--- config.mk ---
export PLATFORM = sky130hd
export DESIGN_NAME = mmio_frame_master_flat
export DESIGN_NICKNAME = d
export VERILOG_FILES = /design/src/rtl/mmio_map_pkg.sv /design/src/rtl/mmio_frame_master_if.sv /design/src/rtl/mmio_step_rom.sv /design/src/rtl/mmio_frame_master.sv /design/src/flat_wrapper.sv
export SDC_FILE = /design/constraint.sdc
export NUM_CORES = 1
export LEC_CHECK = 0
export CORE_MARGIN = 4
export CORE_UTILIZATION = 40
export CTS_BUF_LIST = sky130_fd_sc_hd__clkbuf_16
export CTS_CLUSTER_DIAMETER = 50
export DETAILED_ROUTE_END_ITERATION = 16
export GPL_TIMING_DRIVEN = 1
export PLACE_DENSITY = 0.68
export SYNTH_ARGS = -nofsm -noshare
export SYNTH_HDL_FRONTEND = slang
export SYNTH_SLANG_ARGS = --single-unit
--- constraint.sdc ---
create_clock -name clock -period 2.7 [get_ports clock]
set_clock_uncertainty 0.05 [all_clocks]
set_input_delay 0.54 -clock clock [delete_from_list [all_inputs] [get_ports clock]]
set_output_delay 0.54 -clock clock [all_outputs]
set_load 0.03 [all_outputs]
--- src/rtl/mmio_map_pkg.sv ---
// MMIO address map shared by bus initiators: coprocessor select and register
// codes, the address-build helper, the copy-step record and the frame-master
// FSM state type.
package mmio_map_pkg;

  localparam int COPROC_BIT = 12;

  localparam logic [4:0] SEL_PHYS_P1 = 5'd0;
  localparam logic [4:0] SEL_PHYS_P2 = 5'd1;
  localparam logic [4:0] SEL_CTRL_P1 = 5'd4;
  localparam logic [4:0] SEL_CTRL_P2 = 5'd5;
  localparam logic [4:0] SEL_VGA_P1  = 5'd8;
  localparam logic [4:0] SEL_VGA_P2  = 5'd9;
  localparam logic [4:0] SEL_STAGE   = 5'd10;

  localparam logic [4:0] REG_POS = 5'd0;
  localparam logic [4:0] REG_WH  = 5'd1;

  // Where a read lands, or where a write takes its data from
  typedef enum logic [1:0] {SRC_P1, SRC_P2, SRC_WH1, SRC_WH2} src_t;

  typedef struct packed {
    logic        is_write;
    logic [12:0] address;
    src_t        src;
  } step_t;

  typedef enum logic [2:0] {IDLE, REQ, RD, WR, DONE} state_t;

  function automatic logic [12:0] mmio_addr(input logic [4:0] sel, input logic [4:0] spec);
    logic [12:0] a;
    a = {1'b0, sel, spec, 2'b00};
    a[COPROC_BIT] = 1'b1;
    return a;
  endfunction

  function automatic step_t make_step(input logic is_write, input logic [4:0] sel,
                                      input logic [4:0] spec, input src_t src);
    step_t s;
    s.is_write = is_write;
    s.address  = mmio_addr(sel, spec);
    s.src      = src;
    return s;
  endfunction

endpackage

--- src/rtl/mmio_frame_master_if.sv ---
// MMIO initiator bus bundle: request/grant to the arbiter plus the
// address/data/write-strobe path to the slaves.
interface mmio_frame_master_if;
  logic        bus_req;
  logic        bus_gnt;
  logic [12:0] address;
  logic [31:0] wr_data;
  logic        wren;
  logic [31:0] rd_data;

  modport master (output bus_req, address, wr_data, wren, input bus_gnt, rd_data);
  modport slave  (input bus_req, address, wr_data, wren, output bus_gnt, rd_data);
endinterface

--- src/rtl/mmio_step_rom.sv ---
// Copy-sequence step table. With MMIO_FRAME_MASTER_WH_EN defined, each player
// position write is followed by a width/height write at register offset +4.
module mmio_step_rom
  import mmio_map_pkg::*;
(
  input  logic [2:0] idx,
  output step_t      step,
  output logic       last
);

  // Decode the step index into the bus operation it performs
  always_comb begin
    step = make_step(1'b0, SEL_PHYS_P1, REG_POS, SRC_P1);
    last = 1'b0;
`ifdef MMIO_FRAME_MASTER_WH_EN
    case (idx)
      3'd0: step = make_step(1'b0, SEL_PHYS_P1, REG_POS, SRC_P1);
      3'd1: step = make_step(1'b1, SEL_VGA_P1,  REG_POS, SRC_P1);
      3'd2: step = make_step(1'b1, SEL_VGA_P1,  REG_WH,  SRC_WH1);
      3'd3: step = make_step(1'b0, SEL_PHYS_P2, REG_POS, SRC_P2);
      3'd4: step = make_step(1'b1, SEL_VGA_P2,  REG_POS, SRC_P2);
      3'd5: begin
        step = make_step(1'b1, SEL_VGA_P2, REG_WH, SRC_WH2);
        last = 1'b1;
      end
      default: ;
    endcase
`else
    case (idx)
      3'd0: step = make_step(1'b0, SEL_PHYS_P1, REG_POS, SRC_P1);
      3'd1: step = make_step(1'b1, SEL_VGA_P1,  REG_POS, SRC_P1);
      3'd2: step = make_step(1'b0, SEL_PHYS_P2, REG_POS, SRC_P2);
      3'd3: begin
        step = make_step(1'b1, SEL_VGA_P2, REG_POS, SRC_P2);
        last = 1'b1;
      end
      default: ;
    endcase
`endif
  end

endmodule

--- src/rtl/mmio_frame_master.sv ---
// Frame-tick driven MMIO initiator: copies player positions from the physics
// coprocessor into the VGA coprocessor each frame, via a request/grant arbiter.
// Optional build macro MMIO_FRAME_MASTER_WH_EN adds the width/height writes.
module mmio_frame_master
  import mmio_map_pkg::*;
#(
  parameter int          READ_LAT    = 2,
  parameter int          GNT_TIMEOUT = 64,
  parameter logic [31:0] WH_P1       = 32'h0020_0040,
  parameter logic [31:0] WH_P2       = 32'h0020_0040
) (
  input  logic                       clock,
  input  logic                       reset,
  input  logic                       frame_tick,
  mmio_frame_master_if.master        bus,
  output logic                       busy,
  output logic                       done,
  output logic                       err,
  output logic [7:0]                 overrun
);

  localparam int LW = $clog2(READ_LAT) + 1;
  localparam int TW = $clog2(GNT_TIMEOUT) + 1;
  localparam logic [LW-1:0] LAT_LAST = LW'(READ_LAT - 1);
  localparam logic [TW-1:0] TMO_LAST = TW'(GNT_TIMEOUT - 1);

  state_t        state;
  logic [2:0]    step;
  logic [LW-1:0] lat_cnt;
  logic [TW-1:0] tcnt;
  logic          pending;
  logic          bus_req_r, wren_r;
  logic [12:0]   addr_r;
  logic [31:0]   wdata_r;
  logic [13:0]   pos1, pos2, pos1_byp, pos2_byp;
  logic          cap;
  step_t         cur, nxt, tgt;
  logic          cur_last, unused_nxt_last, unused_rd_hi;

  mmio_step_rom u_rom_cur (.idx(step),        .step(cur), .last(cur_last));
  mmio_step_rom u_rom_nxt (.idx(step + 3'd1), .step(nxt), .last(unused_nxt_last));

  function automatic logic [31:0] src_word(input src_t src, input logic [13:0] p1,
                                           input logic [13:0] p2);
    case (src)
      SRC_P1:  return {18'b0, p1};
      SRC_P2:  return {18'b0, p2};
      SRC_WH1: return WH_P1;
      default: return WH_P2;
    endcase
  endfunction

  // The step being loaded: step 0 on first grant, otherwise the following step
  assign tgt = (state == REQ) ? cur : nxt;
  assign unused_rd_hi = ^bus.rd_data[31:14];

  // Read capture, with bypass so a write right after its read sees fresh data
  always_comb begin
    cap      = (state == RD) && bus.bus_gnt && (lat_cnt == LAT_LAST);
    pos1_byp = pos1;
    pos2_byp = pos2;
    if (cap && cur.src == SRC_P1) pos1_byp = bus.rd_data[13:0];
    if (cap && cur.src == SRC_P2) pos2_byp = bus.rd_data[13:0];
  end

  // Position holding registers (data only, no reset)
  always_ff @(posedge clock) begin
    pos1 <= pos1_byp;
    pos2 <= pos2_byp;
  end

  // Sequencer: request, step through reads/writes, time out, track ticks
  always_ff @(posedge clock) begin
    if (reset) begin
      state     <= IDLE;
      step      <= '0;
      lat_cnt   <= '0;
      tcnt      <= '0;
      pending   <= 1'b0;
      bus_req_r <= 1'b0;
      wren_r    <= 1'b0;
      addr_r    <= '0;
      wdata_r   <= '0;
      busy      <= 1'b0;
      done      <= 1'b0;
      err       <= 1'b0;
      overrun   <= '0;
    end else begin
      done <= 1'b0;
      case (state)
        IDLE: begin
          if (frame_tick || pending) begin
            state     <= REQ;
            bus_req_r <= 1'b1;
            busy      <= 1'b1;
            pending   <= 1'b0;
            step      <= '0;
            tcnt      <= '0;
          end
        end
        REQ, RD, WR: begin
          if (!bus.bus_gnt) begin
            // Not owning the bus: hold the step, restart any read latency
            lat_cnt <= '0;
            if (tcnt == TMO_LAST) begin
              state     <= IDLE;
              err       <= 1'b1;
              bus_req_r <= 1'b0;
              busy      <= 1'b0;
              addr_r    <= '0;
              wdata_r   <= '0;
              wren_r    <= 1'b0;
              tcnt      <= '0;
            end else begin
              tcnt <= tcnt + TW'(1);
            end
          end else begin
            tcnt <= '0;
            if (state == RD && lat_cnt != LAT_LAST) begin
              lat_cnt <= lat_cnt + LW'(1);
            end else if (state != REQ && cur_last) begin
              state     <= DONE;
              done      <= 1'b1;
              bus_req_r <= 1'b0;
              busy      <= 1'b0;
              err       <= 1'b0;
              addr_r    <= '0;
              wdata_r   <= '0;
              wren_r    <= 1'b0;
            end else begin
              if (state != REQ) step <= step + 3'd1;
              state   <= tgt.is_write ? WR : RD;
              addr_r  <= tgt.address;
              wren_r  <= tgt.is_write;
              wdata_r <= tgt.is_write ? src_word(tgt.src, pos1_byp, pos2_byp) : '0;
              lat_cnt <= '0;
            end
          end
          if (frame_tick) begin
            if (!pending)              pending <= 1'b1;
            else if (overrun != 8'hFF) overrun <= overrun + 8'd1;
          end
        end
        DONE: begin
          if (frame_tick && pending && overrun != 8'hFF) overrun <= overrun + 8'd1;
          if (frame_tick || pending) begin
            state     <= REQ;
            bus_req_r <= 1'b1;
            busy      <= 1'b1;
            pending   <= 1'b0;
            step      <= '0;
            tcnt      <= '0;
          end else begin
            state <= IDLE;
          end
        end
        default: state <= IDLE;
      endcase
    end
  end

  // Bus outputs are quiet whenever the grant is not held this cycle
  assign bus.bus_req = bus_req_r;
  assign bus.address = bus.bus_gnt ? addr_r  : '0;
  assign bus.wr_data = bus.bus_gnt ? wdata_r : '0;
  assign bus.wren    = bus.bus_gnt & wren_r;

endmodule
--- src/flat_wrapper.sv ---
// flat-port wrapper written by rule: the top's interface ports become plain ports
module mmio_frame_master_flat import mmio_map_pkg::*;
#(
  parameter int          READ_LAT    = 2,
  parameter int          GNT_TIMEOUT = 64,
  parameter logic [31:0] WH_P1       = 32'h0020_0040,
  parameter logic [31:0] WH_P2       = 32'h0020_0040
)
  (clock, reset, frame_tick, busy, done, err, overrun, bus_bus_req, bus_address, bus_wr_data, bus_wren, bus_bus_gnt, bus_rd_data);
  mmio_frame_master_if bus_i ();
  input  logic clock;
  input  logic reset;
  input  logic frame_tick;
  output logic busy;
  output logic done;
  output logic err;
  output logic [7:0] overrun;
  output wire logic [$bits(bus_i.bus_req)-1:0] bus_bus_req;
  output wire logic [$bits(bus_i.address)-1:0] bus_address;
  output wire logic [$bits(bus_i.wr_data)-1:0] bus_wr_data;
  output wire logic [$bits(bus_i.wren)-1:0] bus_wren;
  input wire logic [$bits(bus_i.bus_gnt)-1:0] bus_bus_gnt;
  input wire logic [$bits(bus_i.rd_data)-1:0] bus_rd_data;
  assign bus_bus_req = bus_i.bus_req;
  assign bus_address = bus_i.address;
  assign bus_wr_data = bus_i.wr_data;
  assign bus_wren = bus_i.wren;
  assign bus_i.bus_gnt = bus_bus_gnt;
  assign bus_i.rd_data = bus_rd_data;
  mmio_frame_master #(.READ_LAT(READ_LAT), .GNT_TIMEOUT(GNT_TIMEOUT), .WH_P1(WH_P1), .WH_P2(WH_P2)) u_core (.clock(clock), .reset(reset), .frame_tick(frame_tick), .bus(bus_i), .busy(busy), .done(done), .err(err), .overrun(overrun));
endmodule
==> results of run 1 <==
[kinds of logic (layout without fill, tap and decap cells)]
logic type / after synthesis / in the layout / share of synthesized area (%)
AOI/OAI and AO/OA: 55 / 55 / 11.39
xor gates and xnor gates: 7 / 7 / 1.761
adders and majority gates: 9 / 9 / 3.235
buffers and inverters: 55 / 88 / 9.849
DFF: 72 / 72 / 41.41
muxes: 46 / 46 / 15.89
other: 1 / 28 / 0.1077
and+or+nand+nor: 105 / 105 / 16.35
[synthesized netlist by cell type (3+ instances only)]
cell,count
buf_2,7
o21ai_0,13
nand2b_1,6
ha_1,9
xnor2_1,7
mux2_2,32
a21oi_1,13
inv_1,10
nor2_1,29
or3_1,3
dfxtp_1,72
nor4_1,4
nand2_1,17
mux2_4,10
a22o_1,14
nor3_1,3
a311oi_1,3
nand3_1,6
and3_1,3
and2_1,19
clkbuf_1,5
o31ai_1,3
nand3b_1,3
buf_4,32
[flip-flops by register name, summed over array words and instances, names as in the netlist, 2 cells and up]
name	count
u_core.pos1	14
u_core.pos2	14
u_core.wdata_r	14
u_core.overrun	8
u_core.tcnt	7
u_core.addr_r	3
u_core.state	3
u_core.step	3
u_core.lat_cnt	2
[worst reg2reg max path: cells and delay by family (launching register included)]
family                     cells  cell delay (ps)
AOI/OAI and AO/OA              2              410
adders and majority gates      2              490
DFF                            1              340
and+or+nand+nor                2             1080
[final cells by class]
cell class                 instances  share of cell area, %
sequential                        72                  33.59
clock buffer                       9                  5.248
tap                              105                  3.061
inverter                          10                 0.8746
timing repair buffer              62                  13.12
clock inverter                     7                  2.216
multi-input combinational        250                  41.89
[per-layer routing]
layer	routed length [µm]	track usage, %	share of wire (%)	up-vias
met2	3128	22.54	45	62
met1	3291	18.67	48	1140
met4	57	3.476	0.83	0
li1	-	-	-	1279
met3	429	4.959	6.2	6
met5	0	0	0	-
[power by group through the flow]
stage / registers, W / clock network [W] / logic (W)
after floorplan: 0.00120 / 0 / 0.000537
after global placement: 0.00121 / 0 / 0.000692
after detailed placement: 0.00121 / 0 / 0.000701
after CTS: 0.00119 / 0.00128 / 0.000705
after global routing: 0.00120 / 0.00133 / 0.000770
final: 0.00119 / 0.00125 / 0.000697
[placed cells by master, fill, tap and decap left out, types with 3 or more instances in the layout]
cell and instances:
buf_4 31, nor2_1 29, o21ai_0 13, inv_1 11
a22o_1 14, nand2_1 17, ha_1 9, and2_1 19
nand3b_1 3, a311oi_1 3, nand3_1 6, mux2_2 32
dfxtp_1 72, nand2b_1 6, or3_1 3, conb_1 28
mux2_4 10, xnor2_1 7, and3_1 3, nor3_1 3
clkbuf_16 9, clkdlybuf4s50_1 29, nor4_1 4, a21oi_1 13
o31ai_1 3
[worst max-delay path by stage]
stage	endpoint	cells after the start
2_1_floorplan	u_core.wdata_r[10]	8
3_3_place_gp	u_core.wdata_r[9]	7
3_5_place_dp	u_core.wdata_r[2]	7
4_1_cts	u_core.wdata_r[2]	6
5_1_grt	u_core.wdata_r[12]	6
6_report	u_core.wdata_r[10]	6
[per-stage QoR]
| step | setup TNS [ps] | total power [W] | cells | worst slack (ps) | hold WS [ps] |
|---|---|---|---|---|---|
| global route | 0 | 0.003301 | 515 | 106.1 | 431.2 |
| floorplan | 0 | 0.001735 | 377 | 293.8 | 379.3 |
| CTS | 0 | 0.003176 | 515 | 218.7 | 418.2 |
| global placement | -134.0 | 0.001900 | 499 | -11.83 | 386.7 |
| detailed placement | -659.1 | 0.001913 | 499 | -55.67 | 404.4 |
| finish | 0 | 0.003131 | 515 | 279.1 | 414.9 |
==> impl_results.md, run 1 <==
- Outcome: completed
- N_diodes: 0
- Worst endpoint data arrival time: 2640 ps
- Largest area contributor in the netlist: dfxtp_1
- Reg clk slew, reported paths: 60 ps
- Sinks on Clock Net: 72
- Worst EP required: 2920 ps
- Starting density of the core: 41.73%
- Finished Cell Area: 4292 µm²
- CP cell instances: ha_1, ha_1, or4b_1, a21oi_1, and3_1, a22o_1
- Final nets: 450
- CTS H-tree lvls: 3
- Fillers: 749
- Clk root buf: clkbuf_16
- Total track usage: 14.24%
- Routed Antenna Nets: 0
- Internal power: 0.002228 W
- Grt total ovfl: 0
- Yosys warns: 0
- Syn Std Cell Area: 3481 µm²
- Hold_buf cts: 0
- Final Hold Vio Count: 0
- Register area: 1441 µm²
- Hold path depth: 1
- Post-DP HPWL: 4885 µm
- Mean post-synth cell area: 9.945 µm²
- Vias in the first global route: 2,435
- Area of the multi-input gates: 1798 µm²
- First-pass GRT wire length: 11,660 µm
- Vias per cell: 4.829
- Combinational power share: 22.3%
- RR Endpoint: u_core.wdata_r[10]
- Ports: 94
- Power per cell area: 729.6 nW/µm²
- Critical path startpoint category: register
- DRC: 0
- Worst setup EP type: register
- Die X: 101.3 µm
- Sequential Power Share: 37.9%
- Synth unique cells: 47
- Postcts setup bufs: 0
- Clock Tree Buf Depth: 2
- R2r worst-path depth: 6
- Primary FF master, synth: dfxtp_1
- Vias: 2,487
- #FFs+latches synth: 72
- Wire length per cell: 13.41 µm
- Die Height: 101.3 µm
- Detailed Routing Iterations Pass 1: 4
- Post-CTS sizing: 0
- Fin util: 51.46%
- Leak: 1.809 nW
- Clk_lat worst skew: 330 ps
- Post-synth top area share: 41.41%
- EDFF count, synth: 0
- Register area share after synthesis: 41.41%
- Drt first-iter violations: 113
- Max cap viols: 0
- Rows: 33
- RSZ-0062 raised after global routing: no
- TritonCTS Buffers: 9
- Die ar.: 10,260 µm²
- CP max-delay cell: or4b_1
- Min-Delay Path Class: register to register
- Area growth syn-to-layout: 23.29%
- Worst-margin pin slew: 983.2 ps
- Core box area: 8341 µm²
- Slew Viols, Final: 0
- Peak supply drop: 0.3054 mV
- Clock share of power: 39.8%
- Worst Setup SP: u_core.step[0]
- Finish-stage setup viols: 0
- Fin crit share: 89.66%
- Synth Instances: 350
- Initial antenna violation count: 0
- I/O Buffers: 47
- Largest net degree at the start of global routing: 29
- Switching pwr: 0.0009035 W
- Buf+Inv Stages, Crit Path: 0
- Fmax: 413.1 MHz
- CP Max Fanout: 14
- GP Congestion: 0.7959
- Final WL: 6907 µm
- Setup slack, reg-to-reg: 280 ps
- Slew HR: 34.21%
- Critical path's top delay family: simple AND/OR/NAND/NOR gates
- Crit-path most repeated cell: ha_1
- Min Tclk post-route: 2421 ps
- TritonCTS clock tree: yes
- Switching part of the total power: 28.85%
- Worst min-delay path endpoint: u_core.pos1[9]
- Max incr delay on CP: 550 ps
- Async set-or-reset flop fraction in the synthesized netlist: 0%
- Placement Cell Area: 3971 µm²
- Kind of critical path: register to register
- Layout cells sized above 1: 23.66%
- R2r startpoint: u_core.step[0]
- Top post-synthesis cells by area: dfxtp_1 (41%), mux2_2 (10%), buf_4 (6.9%)
- Min-delay src: u_core.pos1[9]
Note: power is estimated with default switching activity, not from simulation.
==> inputs of run 2 (changes only) <==
--- a/config.mk
+++ b/config.mk
@@ -6,5 +6,5 @@
 export NUM_CORES = 1
 export LEC_CHECK = 0
-export CORE_MARGIN = 4
+export CAP_MARGIN = 20
 export CORE_UTILIZATION = 40
 export CTS_BUF_LIST = sky130_fd_sc_hd__clkbuf_16
--- a/constraint.sdc
+++ b/constraint.sdc
@@ -3,3 +3,3 @@
 set_input_delay 0.54 -clock clock [delete_from_list [all_inputs] [get_ports clock]]
 set_output_delay 0.54 -clock clock [all_outputs]
-set_load 0.03 [all_outputs]
+set_load 0.05 [all_outputs]
==> run 2 against run 1 <==
Die area fell by 11%. Routed wire length fell by 2.5%. Worst setup slack got worse by 140 ps. Combinational power rose by 11%. Final area rose by 5.1%. Non-clock buffer count fell by 2. Critical endpoint is now u_core.wdata_r[5]. Register-to-register slack got worse by 140 ps. Sequential power barely moved. Largest cell class unchanged.
==> impl_results.md, run 2 (synthesized netlist as in run 1, its figures left out) <==
- Most common cell after layout, fill and taps aside: dfxtp_1
- Area growth syn-to-layout: 29.55%
- Worst setup EP type: register
- I/O Buffers: 47 (unchanged)
- Top Registers: u_core.pos1 (14), u_core.pos2 (14), u_core.wdata_r (14)
- Largest net degree at the start of global routing: 29 (unchanged)
- Ports: 94 (unchanged)
- Worst min-delay path endpoint: u_core.pos1[13]
- Min Hold Slack: 406.8 ps (-8.077 ps)
- RSZ-0062 raised after global routing: no
- Initial antenna violation count: 0 (unchanged)
- Hold_buf cts: 0 (unchanged)
- Vias: 2,558 (+2.9%)
- Max cap viols: 0 (unchanged)
- Post-CTS sizing: 0 (unchanged)
- TritonCTS clock tree: yes
- Finished Cell Area: 4509 µm² (+5.1%)
- R2r worst-path depth: 6 (unchanged)
- Worst endpoint data arrival time: 2780 ps (+140 ps)
- Final WL: 6733 µm (-2.5%)
- Clk_lat worst skew: 330 ps (about the same)
- Detailed Routing Iterations Pass 1: 4 (unchanged)
- Setup slack, reg-to-reg: 140 ps (-140 ps)
- Fmax: 390.3 MHz (-5.5%)
- Hold path depth: 1 (unchanged)
- Die ar.: 9079 µm² (-11%)
- Kind of critical path: register to register
- Drt first-iter violations: 89 (-21%)
- Placement Cell Area: 4182 µm² (+5.3%)
- Die Height: 95.29 µm (-5.9%)
- RR Endpoint: u_core.wdata_r[5]
- Min-delay src: u_core.pos1[13]
- Power per cell area: 720.4 nW/µm² (-1.3%)
- Min Tclk post-route: 2562 ps (+141.3 ps)
- Most frequent cells in the layout: dfxtp_1 (72), mux2_2 (32), nor2_1 (29), clkdlybuf4s50_1 (29), conb_1 (28)
- Min-Delay Path Class: register to register
- Vias in the first global route: 2,428 (-0.29%)
- Final nets: 448 (-0.44%)
- CTS H-tree lvls: 3 (unchanged)
- DRC: 0 (unchanged)
- CP Max Fanout: 14 (unchanged)
- GP Congestion: 0.8209 (+3.1%)
- Layout cells sized above 1: 23.53% (-0.13 points)
- Total track usage: 15.86% (+1.6 points)
- Die X: 95.29 µm (-5.9%)
- Critical path startpoint category: register
- TritonCTS Buffers: 9 (unchanged)
- R2r startpoint: u_core.step[0]
- Slew HR: 31.32% (-2.9 points)
- Outcome: completed
- Post-DP HPWL: 4704 µm (-3.7%)
- Grt total ovfl: 0 (unchanged)
- Clock Tree Buf Depth: 2 (unchanged)
- Vias per cell: 4.986 (+3.3%)
- Clk root buf: clkbuf_16
- Routed Antenna Nets: 0 (unchanged)
- Worst EP required: 2920 ps (about the same)
- N_diodes: 0 (unchanged)
- Reg clk slew, reported paths: 60 ps (about the same)
- Core box area: 8299 µm² (-0.50%)
- Fillers: 746 (-0.40%)
- Leak: 1.849 nW (+2.2%)
- Worst-margin pin slew: 1026 ps (+43.22 ps)
- Fin crit share: 94.90% (+5.2 points)
- Sinks on Clock Net: 72 (unchanged)
- Final Hold Vio Count: 0 (unchanged)
- Rows: 33 (unchanged)
- First-pass GRT wire length: 11,140 µm (-4.5%)
- Finish-stage setup viols: 0 (unchanged)
- Starting density of the core: 41.94% (+0.21 points)
- Postcts setup bufs: 0 (unchanged)
- Peak supply drop: 0.4204 mV (+38%)
- Slew Viols, Final: 0 (unchanged)
- Wire length per cell: 13.12 µm (-2.1%)
run 2: cell types whose count changed in the layout (fill, tap and decap cells not counted), sizes merged:
cell	previous run	this run
inv	12	13
clkinv	3	2
buf	33	31
run 2: layout make-up:
type                    count  area, µm²  area share (%)
multi-input cells         250       1798           39.87
flip-flops and latches     72       1441           31.96
repair buffers             60      773.2           17.15
clock buffers               9      225.2           4.994
well taps                 105      131.4           2.913
clock inverters             7      102.6           2.275
inverters                  10      37.54          0.8324
run 2: worst max-delay path by stage:
stage | endpoint | cells after the start | slack (ps) | start
after CTS | u_core.wdata_r[0] | 6 | 180 | u_core.step[0]
after detailed placement | u_core.wdata_r[0] | 7 | -90 | bus_bus_gnt
final | u_core.wdata_r[5] | 6 | 140 | u_core.step[0]
after floorplan | u_core.wdata_r[10] | 8 | 290 | u_core.step[0]
after global placement | u_core.wdata_r[2] | 7 | -80 | bus_bus_gnt
after global routing | u_core.wdata_r[1] | 6 | 60 | u_core.step[0]
run 2: critical path: stages, from the launching register on:
cell,delay [ps]
dfxtp_1,340
ha_1,210
ha_1,330
or4b_1,580
a21oi_1,190
and3_1,570
a22o_1,210
run 2: metrics by stage:
step / TNS (ps) / setup WS, ps / std cells / utilization (%) / power, W
6_report: 0 / 137.8 / 513 / 54.33 / 0.003248
5_1_grt: 0 / 61.32 / 513 / 54.33 / 0.003397
4_1_cts: 0 / 181.1 / 513 / 54.33 / 0.003274
3_3_place_gp: -1093 / -81.39 / 497 / 50.38 / 0.001973
3_5_place_dp: -1134 / -94.24 / 497 / 50.38 / 0.001986
2_1_floorplan: 0 / 293.8 / 377 / - / 0.001801
run 2: where the power goes:
part	internal [W]	leakage (nW)	switching (W)	total, W
clock	0.000821	0.162	0.000461	0.00128
combinational	0.000298	1.10	0.000478	0.000776
sequential	0.00113	0.581	0.0000621	0.00119
run 2: per-layer routing:
layer	track usage, %	up-vias	wire (µm)
met2	26.25	61	3255
met3	4.306	11	301
met4	5.934	0	112
li1	-	1268	-
met1	19.58	1218	3064
met5	0	-	0
